`config.mk`:
```
export PLATFORM = sky130hd
export DESIGN_NAME = wb_router_flat
export DESIGN_NICKNAME = d
export VERILOG_FILES = /design/src/rtl/wb_router_if.sv /design/src/rtl/wb_router.sv /design/src/flat_wrapper.sv
export SDC_FILE = /design/constraint.sdc
export NUM_CORES = 1
export LEC_CHECK = 0
export CORE_AREA = 5 5 101 141
export DETAILED_ROUTE_END_ITERATION = 8
export DIE_AREA = 0 0 106 146
export GPL_TIMING_DRIVEN = 0
export PLACE_DENSITY = 0.78
export SYNTH_ARGS = -nofsm -noshare
export SYNTH_HDL_FRONTEND = slang
export SYNTH_SLANG_ARGS = --single-unit
```
`constraint.sdc`:
```
create_clock -name clk -period 3.2 [get_ports clk]
set_clock_uncertainty 0.1 [all_clocks]
set_input_delay 0.64 -clock clk [delete_from_list [all_inputs] [get_ports clk]]
set_output_delay 0.64 -clock clk [all_outputs]
set_load 0.05 [all_outputs]
```
`src/rtl/wb_router_if.sv`:
```
// rtl/wb_router_if.sv - handshake bundle between the ALU result bus and the write-back lanes
// Ports (signals):
//   in_valid/in_ready/in_data/in_dest : ALU result offer with destination tag
//   dest_valid/dest_ready/dest_data   : one-hot lane handshakes, lane k at [k*WIDTH +: WIDTH]
// Modports: master = ALU/lane side (testbench), slave = router.
interface wb_router_if #(
   parameter int WIDTH    = 32,
   parameter int NUM_DEST = 3,
   parameter int DW       = $clog2(NUM_DEST)
);
   logic                      in_valid;
   logic                      in_ready;
   logic [WIDTH-1:0]          in_data;
   logic [DW-1:0]             in_dest;
   logic [NUM_DEST-1:0]       dest_valid;
   logic [NUM_DEST-1:0]       dest_ready;
   logic [NUM_DEST*WIDTH-1:0] dest_data;

   modport master (
      output in_valid, in_data, in_dest, dest_ready,
      input  in_ready, dest_valid, dest_data
   );

   modport slave (
      input  in_valid, in_data, in_dest, dest_ready,
      output in_ready, dest_valid, dest_data
   );
endinterface

```
`src/rtl/wb_router.sv`:
```
// rtl/wb_router.sv - in-order FIFO write-back router delivering ALU results to one of NUM_DEST lanes
// Ports:
//   clk      : rising-edge clock
//   rst      : synchronous active-high reset
//   flush    : synchronous discard of all buffered entries (err_dest kept)
//   bus      : wb_router_if slave (ALU input handshake + per-lane output handshakes)
//   count    : number of occupied FIFO entries
//   err_dest : sticky flag, set when an out-of-range tag is accepted
module wb_router #(
   parameter int WIDTH    = 32,
   parameter int NUM_DEST = 3,
   parameter int DEPTH    = 4,
   parameter int DW       = $clog2(NUM_DEST)
) (
   input  logic                     clk,
   input  logic                     rst,
   input  logic                     flush,
   wb_router_if.slave               bus,
   output logic [$clog2(DEPTH):0]   count,
   output logic                     err_dest
);
   localparam int AW = $clog2(DEPTH);
   localparam int CW = AW + 1;

   logic [WIDTH-1:0]    data_mem [DEPTH];
   logic [DW-1:0]       tag_mem  [DEPTH];
   logic [AW-1:0]       wr_ptr;
   logic [AW-1:0]       rd_ptr;
   logic [CW-1:0]       cnt;
   logic                err;

   logic                full;
   logic                empty;
   logic                push;
   logic                pop;
   logic                legal;
   logic [DW-1:0]       head_tag;
   logic [NUM_DEST-1:0]       valid_out;
   logic [NUM_DEST*WIDTH-1:0] data_out;

   assign full     = (cnt == CW'(DEPTH));
   assign empty    = (cnt == '0);
   assign head_tag = tag_mem[rd_ptr];
   assign legal    = (32'(bus.in_dest) < 32'(NUM_DEST));

   // in_ready comes from registered count only, so a same-cycle pop cannot reopen a full FIFO.
   assign push = bus.in_valid && !full;
   // Only the head's own lane ready matters; other lanes cannot overtake.
   assign pop  = !empty && bus.dest_ready[head_tag];

   always_comb begin
      valid_out = '0;
      data_out  = '0;
      if (!empty) begin
         valid_out[head_tag]                 = 1'b1;
         data_out[head_tag*WIDTH +: WIDTH]   = data_mem[rd_ptr];
      end
   end

   assign bus.in_ready   = !full;
   assign bus.dest_valid = valid_out;
   assign bus.dest_data  = data_out;
   assign count          = cnt;
   assign err_dest       = err;

   // Storage needs no reset: contents are only observed through count.
   always_ff @(posedge clk) begin
      if (!rst && !flush && push) begin
         data_mem[wr_ptr] <= bus.in_data;
         tag_mem[wr_ptr]  <= legal ? bus.in_dest : '0;
      end
   end

   always_ff @(posedge clk) begin
      if (rst) begin
         wr_ptr <= '0;
         rd_ptr <= '0;
         cnt    <= '0;
         err    <= 1'b0;
      end else if (flush) begin
         // A push offered this cycle is dropped, so it cannot raise err either.
         wr_ptr <= '0;
         rd_ptr <= '0;
         cnt    <= '0;
      end else begin
         if (push) begin
            wr_ptr <= wr_ptr + AW'(1);
            if (!legal) begin
               err <= 1'b1;
            end
         end
         if (pop) begin
            rd_ptr <= rd_ptr + AW'(1);
         end
         case ({push, pop})
            2'b10:   cnt <= cnt + CW'(1);
            2'b01:   cnt <= cnt - CW'(1);
            default: cnt <= cnt;
         endcase
      end
   end
endmodule

```
`src/flat_wrapper.sv`:
```
// flat-port wrapper written by rule: the top's interface ports become plain ports
module wb_router_flat 
#(
   parameter int WIDTH    = 32,
   parameter int NUM_DEST = 3,
   parameter int DEPTH    = 4,
   parameter int DW       = $clog2(NUM_DEST)
)
  (clk, rst, flush, count, err_dest, bus_in_valid, bus_in_data, bus_in_dest, bus_dest_ready, bus_in_ready, bus_dest_valid, bus_dest_data);
  wb_router_if #(.WIDTH(WIDTH), .NUM_DEST(NUM_DEST), .DW(DW)) bus_i ();
  input  logic clk;
  input  logic rst;
  input  logic flush;
  output logic [$clog2(DEPTH):0] count;
  output logic err_dest;
  input wire logic [$bits(bus_i.in_valid)-1:0] bus_in_valid;
  input wire logic [$bits(bus_i.in_data)-1:0] bus_in_data;
  input wire logic [$bits(bus_i.in_dest)-1:0] bus_in_dest;
  input wire logic [$bits(bus_i.dest_ready)-1:0] bus_dest_ready;
  output wire logic [$bits(bus_i.in_ready)-1:0] bus_in_ready;
  output wire logic [$bits(bus_i.dest_valid)-1:0] bus_dest_valid;
  output wire logic [$bits(bus_i.dest_data)-1:0] bus_dest_data;
  assign bus_i.in_valid = bus_in_valid;
  assign bus_i.in_data = bus_in_data;
  assign bus_i.in_dest = bus_in_dest;
  assign bus_i.dest_ready = bus_dest_ready;
  assign bus_in_ready = bus_i.in_ready;
  assign bus_dest_valid = bus_i.dest_valid;
  assign bus_dest_data = bus_i.dest_data;
  wb_router #(.WIDTH(WIDTH), .NUM_DEST(NUM_DEST), .DEPTH(DEPTH), .DW(DW)) u_core (.clk(clk), .rst(rst), .flush(flush), .bus(bus_i), .count(count), .err_dest(err_dest));
endmodule
```
* Word-level counts from Yosys, hierarchy flattened *
Memory sizes are Yosys's and may differ from the RTL's. A register that Yosys moved wholly into a read port is not among the register bits.
Cells that the tools add are included.

storage, ports and cells
  register bits after elaboration = 8
  bits in writable memories = 136
  output and inout bits = 104
  word-level logic and storage cells = 49
  memories = 2

memories
  name             words  width  rd ports  clocked after Yosys merged registers in  wr ports  RTL line         source
  u_core.data_mem  4      32     1         1                                        1         wb_router.sv:25  logic [WIDTH-1:0] data_mem [DEPTH];
  u_core.tag_mem   4      2      1         1                                        1         wb_router.sv:26  logic [DW-1:0] tag_mem [DEPTH];

operators by class
  add/sub/neg operators = 5
  order comparisons = 3
  equal/unequal tests = 3
  shifts and indexed selects = 2
  multiplexer cells = 14
  bitwise gates (word level) = 3
  reduce and logical (&&, ||, !) cells = 13

operator list
  operator                                                                   count
  96-bit AND                                                                 1
  96-bit two-way mux                                                         1
  32-bit by 34-bit variable shift with 96-bit output (first input constant)  1
  32-bit by 34-bit variable part select with 96-bit output                   1
  7-bit negator with 34-bit output                                           1
  2-bit two-way mux                                                          5
  3-bit case mux with 2 select lines                                         1
  1-bit logical AND                                                          5
  2-bit by 1-bit adder with 2-bit output (second input constant)             2
  1-bit logical NOT                                                          4
  1-bit two-way mux                                                          4
  3-bit by 1-bit adder with 3-bit output (second input constant)             1
  3-bit == test (second input constant)                                      1
  3-bit logical NOT                                                          1
  2-bit by 3-bit < comparator with 1-bit output (second input constant)      1
  3-bit two-way mux                                                          1
  3-bit AND reduction                                                        1
  3-bit by 1-bit subtractor with 3-bit output (second input constant)        1
  1-bit binary-select mux with 2-bit select                                  1
  1-bit demux with 2-bit select                                              1
  2-bit by 1-bit == test with 1-bit output (second input constant)           1
  2-bit == test (second input constant)                                      1
  2-bit by 1-bit >= comparator with 1-bit output (second input constant)     1
  2-bit < comparator (second input constant)                                 1
  other kinds (3)                                                            4

* Longest topological paths before layout *
  depth after elaboration = 6
  mapped depth = 10
  mapped depth without buffers = 9

* Worst setup path before layout *
No wires, ideal clock.

  path type = register -> output
  start point = reg with a tool-made name
  end point = out bus_dest_data[34]
  arrival = 2992 ps
  path slack = -532 ps
  cell stages (with the launch flop) = 9
  cells stage by stage = dfxtp_1 > buf_6 > mux4_2 > inv_1 > ha_1 > nor2b_1 > and4b_1 > clkbuf_1 > and2_1

RTL lines
  what       RTL line            source
  to (decl)  flat_wrapper.sv:22  output wire logic [$bits(bus_i.dest_data)-1:0] bus_dest_data;

==> metrics.txt <==
Area Growth Syn to Fin=55.6%; Routability Congestion=0.684; WL final=15700 um; Pleak=0.00354 uW; clock-pin transition on the worst setup and hold timing paths=60 ps; MaxCap Viol Count=0; post-route minimum period=3410 ps; Final HPWL DP=9860 um; CTS max path bufs=2; Final Cell Area=9690 um2; Total GRT Usage=0.205; Die Wd=106 um; # fillers=735; NumNets Final=602; Crit Path Class=reg -> out; cts bufs inserted=17; largest net degree at the start of global routing=22; status=complete, but fails checks; initial core utilization=0.488; Max Fclk=294 MHz; layout cells sized above 1=0.564; flops & latches, synth=146; Pre-antenna DRT Iters=4; Cells after Synth=359; worst setup margin=-206 ps; IO Port Bufs=144; Vias=3864; Tightest Hold Check Type=reg -> reg; Post-DP Area=8030 um2; Yosys cell types=31; global-route wire length before repair=23600 um; most common cell after layout, fill and taps aside=edfxtp_1; startpoint types=flip-flop; syn avg cell area=17.3 um2; CTS root buf=clkbuf_16; worst-path fanout max=8; synthesized net count=410; dpl cells=660; Rows=49; Slew Limit Headroom=0.366; I/O pin count=145; Wirelength per Cell=21.9 um; reg2reg setup slack=150 ps; final setup vio count=96; CTS tree=done; Seq/Total Area, Yosys=0.688; fin util=0.760; VDD IR-drop max=0.437 mV; hold_buf cts=0; detailed-route DRC error count=0; mapped cell area=6220 um2; setup TNS=-16310 ps; Clock H-tree levels=4; Final Non-Filler Cells=717; Worst-Skew Late Latency=410 ps; failing checks=negative setup slack; core footprint=12800 um2; RSZ-0062 raised after global routing=yes; drt via density=5.39; Die Area=15500 um2; Power Density=436 nW/um2; diode count=0; final antenna-violating net count=0; critical path required time=2460 ps; number of antenna violations at the first check in global routing=0; Iter 0 DRT Violations=128; Final Max Slew Viols=0; GRT overflow=0; number of global-route vias before repair=4178; Sink Count=146; chip height=146 um; actual slew at the worst max-slew pin=946 ps; CP arrival=2670 ps; Final Cycle Share=1.06; CP Capture Type=output port; most frequent cells in the layout=edfxtp_1 (136), buf_8 (105), and2_4 (94); Final Hold Fails=0; yosys warns=0
==> routing by layer <==
layer	track usage	vias to the layer above	share of wire
li1	-	1741	-
met1	0.214	1978	0.34
met2	0.397	132	0.59
met3	0.0542	13	0.058
met4	0.0603	0	0.011
met5	0	-	0
==> report_power, final <==
group          total, uW  internal (uW)  switching, uW
Clock               1850           1080            770
Sequential          2120           2110           7.57
Combinational        259            127            132
Total               4220           3310            910
==> registers in the layout, indices dropped and copies added (netlist names), named ones only <==
register and count:
u_core.tag_mem 8, u_core.count 3, u_core.data_mem 128, u_core.rd_ptr 2
u_core.err_dest 1, u_core.wr_ptr 2
==> timing repair <==
action                                 in CTS  in global routing
setup endpoints to repair                 100                 98
resized for setup                         912                 22
cloned                                      9                  0
endpoints found under the hold margin       0                  0
buffers inserted                           12                  6
pin swaps                                  31                  7
==> kinds of logic after synthesis <==
family / Yosys count / synth area share
AOI/OAI and AO/OA: 7 / 0.00824
xor gates and xnor gates: 3 / 0.00422
adders and majority gates: 10 / 0.0213
buffers and inverters: 27 / 0.0185
DFF: 146 / 0.688
muxes: 38 / 0.129
and+or+nand+nor: 128 / 0.130
==> worst max-delay path, stage by stage, from the launching register on <==
cell and delay, ps:
dfxtp_2 320, buf_6 110, mux4_2 560, inv_4 120
ha_4 130, nor2b_4 140, and4b_4 380, clkbuf_8 210
and2_4 150, buf_8 140
==> through the flow <==
step                worst slack, ps  total power [uW]  hold slack (ps)
floorplan                      37.4              2270              346
global placement               -999              2360              351
detailed placement            -1060              2380              373
CTS                            -218              4250              387
global route                   -304              4350              405
finish                         -206              4220              378
==> Yosys cell counts <==
master / n / area (um2)
and4b_1: 2 / 20.0
nor4b_4: 1 / 23.8
inv_1: 9 / 33.8
a32o_1: 1 / 10.0
clkbuf_1: 12 / 45.0
a21oi_1: 3 / 15.0
o21ai_0: 1 / 5.00
fa_1: 1 / 20.0
or2_2: 1 / 6.26
buf_6: 1 / 11.3
buf_2: 2 / 10.0
or3_1: 2 / 12.5
o31ai_2: 1 / 12.5
nor2_1: 6 / 22.5
or4b_1: 1 / 10.0
clkbuf_2: 3 / 15.0
dfxtp_1: 10 / 200
nand3_1: 1 / 5.00
edfxtp_1: 136 / 4080
xor2_1: 2 / 17.5
mux2i_1: 4 / 40.0
or3b_2: 1 / 8.76
and2_1: 100 / 626
nand4bb_1: 1 / 11.3
nor2b_1: 5 / 31.3
nor3_2: 1 / 10.0
xnor2_1: 1 / 8.76
nand2_1: 6 / 22.5
ha_1: 9 / 113
o41ai_1: 1 / 8.76
mux4_2: 34 / 766
==> area by class of cell <==
class	instances	area, um2	area share
Sequential cell	146	4290	0.443
Timing Repair Buffer	174	2280	0.235
Multi-Input combinational cell	186	2130	0.220
Clock buffer	18	429	0.0443
Buffer	17	194	0.0200
Tap cell	153	191	0.0198
Clock inverter	14	133	0.0137
Inverter	9	38.8	0.00400
==> worst paths after layout <==
check | endpoint | cells past startpoint | from
worst max-delay path | bus_dest_data[68] | 9 | flip-flop
worst min-delay path | flip-flop | 2 | u_core.rd_ptr[1]
worst max register to register | u_core.count[2] | 11 | flip-flop
worst min register to register | flip-flop | 2 | u_core.rd_ptr[1]
No activity file was read; power rests on OpenSTA's default activity.
